`src/rtl/spi_note_decoder.sv`:
```
// SPI mode-0 note-command receiver, fully oversampled in the i_clk domain.
// Each 48-bit frame becomes a one-cycle command strobe with voice/tuning/status fields.
module spi_note_decoder #(
    parameter int SYNC_STAGES = 2
) (
    input  logic        i_clk,
    input  logic        i_reset,
    input  logic        i_spi_sck,
    input  logic        i_spi_mosi,
    input  logic        i_spi_cs_n,
    output logic        o_SPI_flag,
    output logic [7:0]  o_SPI_voice_index,
    output logic [31:0] o_SPI_tuning_code,
    output logic        o_SPI_note_status,
    output logic        o_frame_error,
    output logic        o_busy
);

    typedef enum logic [1:0] {
        IDLE  = 2'd0,
        SHIFT = 2'd1,
        CHECK = 2'd2
    } state_t;

    state_t state, state_next;

    logic [SYNC_STAGES-1:0] sck_sync, mosi_sync, cs_sync;
    logic        sck_q, cs_q;
    logic        sck_rise, cs_rise, cs_fall, shift_en, frame_ok;
    logic [47:0] shreg;
    logic [5:0]  bit_cnt;

    // CS_N sync resets low so a frame already running at reset release never
    // produces a falling edge and is therefore ignored.
    always_ff @(posedge i_clk) begin
        if (i_reset) begin
            sck_sync  <= '0;
            mosi_sync <= '0;
            cs_sync   <= '0;
            sck_q     <= 1'b0;
            cs_q      <= 1'b0;
        end else begin
            sck_sync  <= {sck_sync[SYNC_STAGES-2:0], i_spi_sck};
            mosi_sync <= {mosi_sync[SYNC_STAGES-2:0], i_spi_mosi};
            cs_sync   <= {cs_sync[SYNC_STAGES-2:0], i_spi_cs_n};
            sck_q     <= sck_sync[SYNC_STAGES-1];
            cs_q      <= cs_sync[SYNC_STAGES-1];
        end
    end

    assign sck_rise = sck_sync[SYNC_STAGES-1] & ~sck_q;
    assign cs_rise  = cs_sync[SYNC_STAGES-1] & ~cs_q;
    assign cs_fall  = ~cs_sync[SYNC_STAGES-1] & cs_q;
    assign shift_en = (state == SHIFT) && sck_rise && !cs_sync[SYNC_STAGES-1];
    assign frame_ok = (bit_cnt == 6'd48) && (shreg[47:41] == 7'd0);
    assign o_busy   = (state == SHIFT);

    always_ff @(posedge i_clk) begin
        if (i_reset) state <= IDLE;
        else         state <= state_next;
    end

    always_comb begin
        state_next = state;
        case (state)
            IDLE:    if (cs_fall) state_next = SHIFT;
            SHIFT:   if (cs_rise) state_next = CHECK;
            CHECK:   state_next = IDLE;
            default: state_next = IDLE;
        endcase
    end

    always_ff @(posedge i_clk) begin
        if (i_reset) begin
            shreg             <= '0;
            bit_cnt           <= '0;
            o_SPI_flag        <= 1'b0;
            o_frame_error     <= 1'b0;
            o_SPI_voice_index <= '0;
            o_SPI_tuning_code <= '0;
            o_SPI_note_status <= 1'b0;
        end else begin
            o_SPI_flag    <= 1'b0;
            o_frame_error <= 1'b0;
            if (state == IDLE && cs_fall) begin
                shreg   <= '0;
                bit_cnt <= '0;
            end
            if (shift_en) begin
                shreg <= {shreg[46:0], mosi_sync[SYNC_STAGES-1]};
                // Saturate so overlong frames can never wrap back to 48.
                if (bit_cnt != 6'd63) bit_cnt <= bit_cnt + 6'd1;
            end
            if (state == CHECK) begin
                if (frame_ok) begin
                    o_SPI_flag        <= 1'b1;
                    o_SPI_note_status <= shreg[40];
                    o_SPI_voice_index <= shreg[39:32];
                    o_SPI_tuning_code <= shreg[31:0];
                end else begin
                    o_frame_error <= 1'b1;
                end
            end
        end
    end

endmodule

```
`config.mk`:
```
export PLATFORM = sky130hd
export DESIGN_NAME = spi_note_decoder
export DESIGN_NICKNAME = d
export VERILOG_FILES = /design/src/rtl/spi_note_decoder.sv
export SDC_FILE = /design/constraint.sdc
export NUM_CORES = 1
export LEC_CHECK = 0
export ABC_CLOCK_PERIOD_IN_PS = 3000
export CORE_ASPECT_RATIO = 0.5
export CORE_MARGIN = 1
export CORE_UTILIZATION = 40
export DETAILED_ROUTE_END_ITERATION = 10
export DONT_BUFFER_PORTS = 1
export SLEW_MARGIN = 15
export SYNTH_ARGS = -nofsm -noshare
export SYNTH_HDL_FRONTEND = slang
export SYNTH_SLANG_ARGS = --single-unit
```
`constraint.sdc`:
```
create_clock -name i_clk -period 3 [get_ports i_clk]
set_input_delay 0.3 -clock i_clk [delete_from_list [all_inputs] [get_ports i_clk]]
set_output_delay 0.3 -clock i_clk [all_outputs]
set_load 0.01 [all_outputs]
```
==> flow_metrics.env <==
export IMPL_finish_utilization_pct=45.03
export IMPL_clock_sinks=107
export IMPL_synth_area_um2=3935
export IMPL_dp_hpwl_mm=4.712
export IMPL_path_class="reg2reg"
export IMPL_final_nets=461
export IMPL_die_h_um=72.14
export IMPL_nFillCells=980
export IMPL_worst_pin_slew_ps=802.3
export IMPL_dieWidth_um=142.3
export IMPL_synth_simple_gate_area_share_pct=25.82
export IMPL_whs_ps=25.54
export IMPL_row_count=25
export IMPL_max_stage_delay_ps=600
export IMPL_core_region_area_um2=9509
export IMPL_critical_path_top_delay_family="simple AND/OR/NAND/NOR gates"
export IMPL_tritoncts="done"
export IMPL_detailed_place_area_um2=3986
export IMPL_slew_headroom_pct=46.32
export IMPL_fin_crit_sh_pct=64.29
export IMPL_start_kind="flip-flop"
export IMPL_layout_commonest_cell="nand2_1"
export IMPL_synth_area_per_cell_um2=8.337
export IMPL_synthMuxAreaShare_pct=0
export IMPL_critPathCaptureType="flip-flop"
export IMPL_dr_first_iter_drc_count=208
export IMPL_holdPathStages=1
export IMPL_yosys_cell_types_count=33
export IMPL_p_clk_share_pct=44.2
export IMPL_wl_mm=8.113
export IMPL_ys_flop_type="dfxtp_1"
export IMPL_comb_power_share_pct=0.7
export IMPL_slew_violations=0
export IMPL_drc_errors=0
export IMPL_via_per_inst=5.103
export IMPL_tns_ps=0
export IMPL_yosys_area_share_xor_xnor_pct=0
export IMPL_critPathRequiredTime_ps=3280
export IMPL_globalplace_congestion=0.7735
export IMPL_yosys_area_top_type="dfxtp_1"
export IMPL_wl_per_cell_um=13.68
export IMPL_grt_pass1_wl_mm=13.54
export IMPL_antenna_found_initial=0
export IMPL_clk_pin_slew_ps=70
export IMPL_fin_area_um2=4282
export IMPL_ys_ff_latch=107
export IMPL_synth_top_family_by_area="simple AND/OR/NAND/NOR gates"
export IMPL_grt_overflow_total=0
export IMPL_leakagePower_nw=1.331
export IMPL_outcome="completed"
export IMPL_ys_warn_count=0
export IMPL_hp_class="in2reg"
export IMPL_hold_viol=0
export IMPL_route_vias_total=3026
export IMPL_synth_fa_ha_area_share_pct=0.8903
export IMPL_cts_buffer_depth=2
export IMPL_antennaDiodeCount=0
export IMPL_crit_buf_inv=2
export IMPL_switching_share_pct=19.87
export IMPL_rsz0062_at_grt="false"
export IMPL_max_cap_violations=0
export IMPL_grt_max_degree=108
export IMPL_finClkSkew_ps=8.672
export IMPL_clk_latency_ps=350
export IMPL_synth_async_sr_flop_share_pct=0
export IMPL_drive_gt1_share_pct=6.987
export IMPL_final_seq_area_um2=2142
export IMPL_fmax_ghz=0.5185
export IMPL_synthTopCellsByArea="dfxtp_1 (54%), nand2_1 (13%), a21oi_1 (11%)"
export IMPL_dp_cells=577
export IMPL_cp_max_fo=27
export IMPL_ys_seq_area_share_pct=54.44
export IMPL_grt_usage_pct=16.80
export IMPL_final_cells=593
export IMPL_num_io_pins=49
export IMPL_grt_pass1_vias=2705
export IMPL_rr_worst_depth=7
export IMPL_sequentialPowerShare_pct=55.1
export IMPL_power_density_nw_per_um2=605.1
export IMPL_synthesis_nets=479
export IMPL_ant_nets=0
export IMPL_most_common_layout_cells="nand2_1 (134), dfxtp_1 (107), a21oi_1 (89)"
export IMPL_numCtsBuffers=9
export IMPL_post_cts_resized=0
export IMPL_path_cells="inv_1 -> ha_1 -> and4b_1 -> and4_1 -> buf_12 -> nand2_1 -> a21oi_1"
export IMPL_initial_core_util_pct=41.38
export IMPL_synthCells=472
export IMPL_p_int_mw=2.076
export IMPL_io_buffers=0
export IMPL_multi_input_area_um2=1599
export IMPL_synth_compound_area_share_pct=13.70
export IMPL_clockRootBuffer="clkbuf_16"
export IMPL_die_area_um2=10260
export IMPL_cp_depth=7
export IMPL_critPathSlowestCell="and4_1"
export IMPL_setup_violations_final=0
export IMPL_synth_edf_count=0
export IMPL_arrival_ps=2210
export IMPL_syn2layout_area_growth_pct=8.808
export IMPL_h_tree_depth=3
export IMPL_synth_top_area_share_pct=54.44
export IMPL_p_sw_mw=0.5147
export IMPL_period_needed_ps=1929
export IMPL_drtPass1Iterations=4
export IMPL_ir_drop_v=0.0002525
-- logic make-up after synthesis --
| group | Yosys count |
|---|---|
| flip-flops | 107 |
| adder cells (fa/ha/maj) | 3 |
| AND/OR/NAND/NOR | 221 |
| AO/OA/AOI/OAI | 101 |
| buffers and inverters | 40 |
-- sequential cells by signal, summed over array words and instances (netlist names) --
name / cells
mosi_sync: 2
bit_cnt: 6
o_SPI_voice_index: 8
sck_sync: 2
cs_q: 1
state: 2
o_SPI_tuning_code: 32
o_SPI_flag: 1
shreg: 48
o_SPI_note_status: 1
sck_q: 1
cs_sync: 2
o_frame_error: 1
-- through the flow --
stage | worst slack [ps] | total power [mW]
2_1_floorplan | 1506 | 1.492
3_3_place_gp | 1132 | 1.477
3_5_place_dp | 1078 | 1.477
4_1_cts | 1070 | 2.624
5_1_grt | 921.2 | 2.690
6_report | 1071 | 2.591
-- per-layer routing --
metal,GRT usage [%],vias up,routed length (um)
li1,-,1553,-
met1,22.67,1414,4273
met2,24.46,50,3279
met3,6.205,9,461
met4,6.452,0,99
met5,0,-,0
-- power by group through the flow --
stage | Clock [mW] | Sequential [mW] | Combinational (mW)
final | 1.14 | 1.43 | 0.0190
after global routing | 1.24 | 1.43 | 0.0211
after CTS | 1.18 | 1.43 | 0.0176
after detailed placement | 0 | 1.46 | 0.0175
after global placement | 0 | 1.46 | 0.0174
after floorplan | 0 | 1.46 | 0.0331
-- synthesized netlist by cell type (all sizes together), types with 2 or more instances --
library cell and instances:
nor4 2, a31oi 2, dfxtp 107, nor3b 2, nand2 135, inv 3, nor2b 8, a21oi 93
nand4 2, ha 2, clkbuf 21, or3 3, buf 16, a311oi 2, and2 2, nand3 56
nor2 3, nand2b 2
-- what timing repair did --
item / 4_1_cts / 5_1_grt
hold buffers: 0 / 1
hold endpoints to repair: 0 / 2
setup endpoints to repair: 0 / 0
setup buffers: 0 / 0
-- path summary, 6_finish.rpt --
path | startpoint | to | slack (ps)
worst min-delay path | i_reset | o_SPI_tuning_code[16] | 30
worst min register to register | mosi_sync[0] | mosi_sync[1] | 440
worst max register to register | bit_cnt[0] | o_SPI_tuning_code[31] | 1070
worst max-delay path | bit_cnt[0] | o_SPI_tuning_code[31] | 1070
-- layout make-up --
| class | instances | area share [%] |
|---|---|---|
| Inverter | 3 | 0.2630 |
| Clock buffer | 11 | 5.435 |
| Sequential cell | 107 | 50.03 |
| Multi-Input combinational cell | 325 | 37.35 |
| Tap cell | 135 | 3.945 |
| Clock inverter | 4 | 1.227 |
| Timing Repair Buffer | 8 | 1.753 |
(Power assumes the default switching activity.)
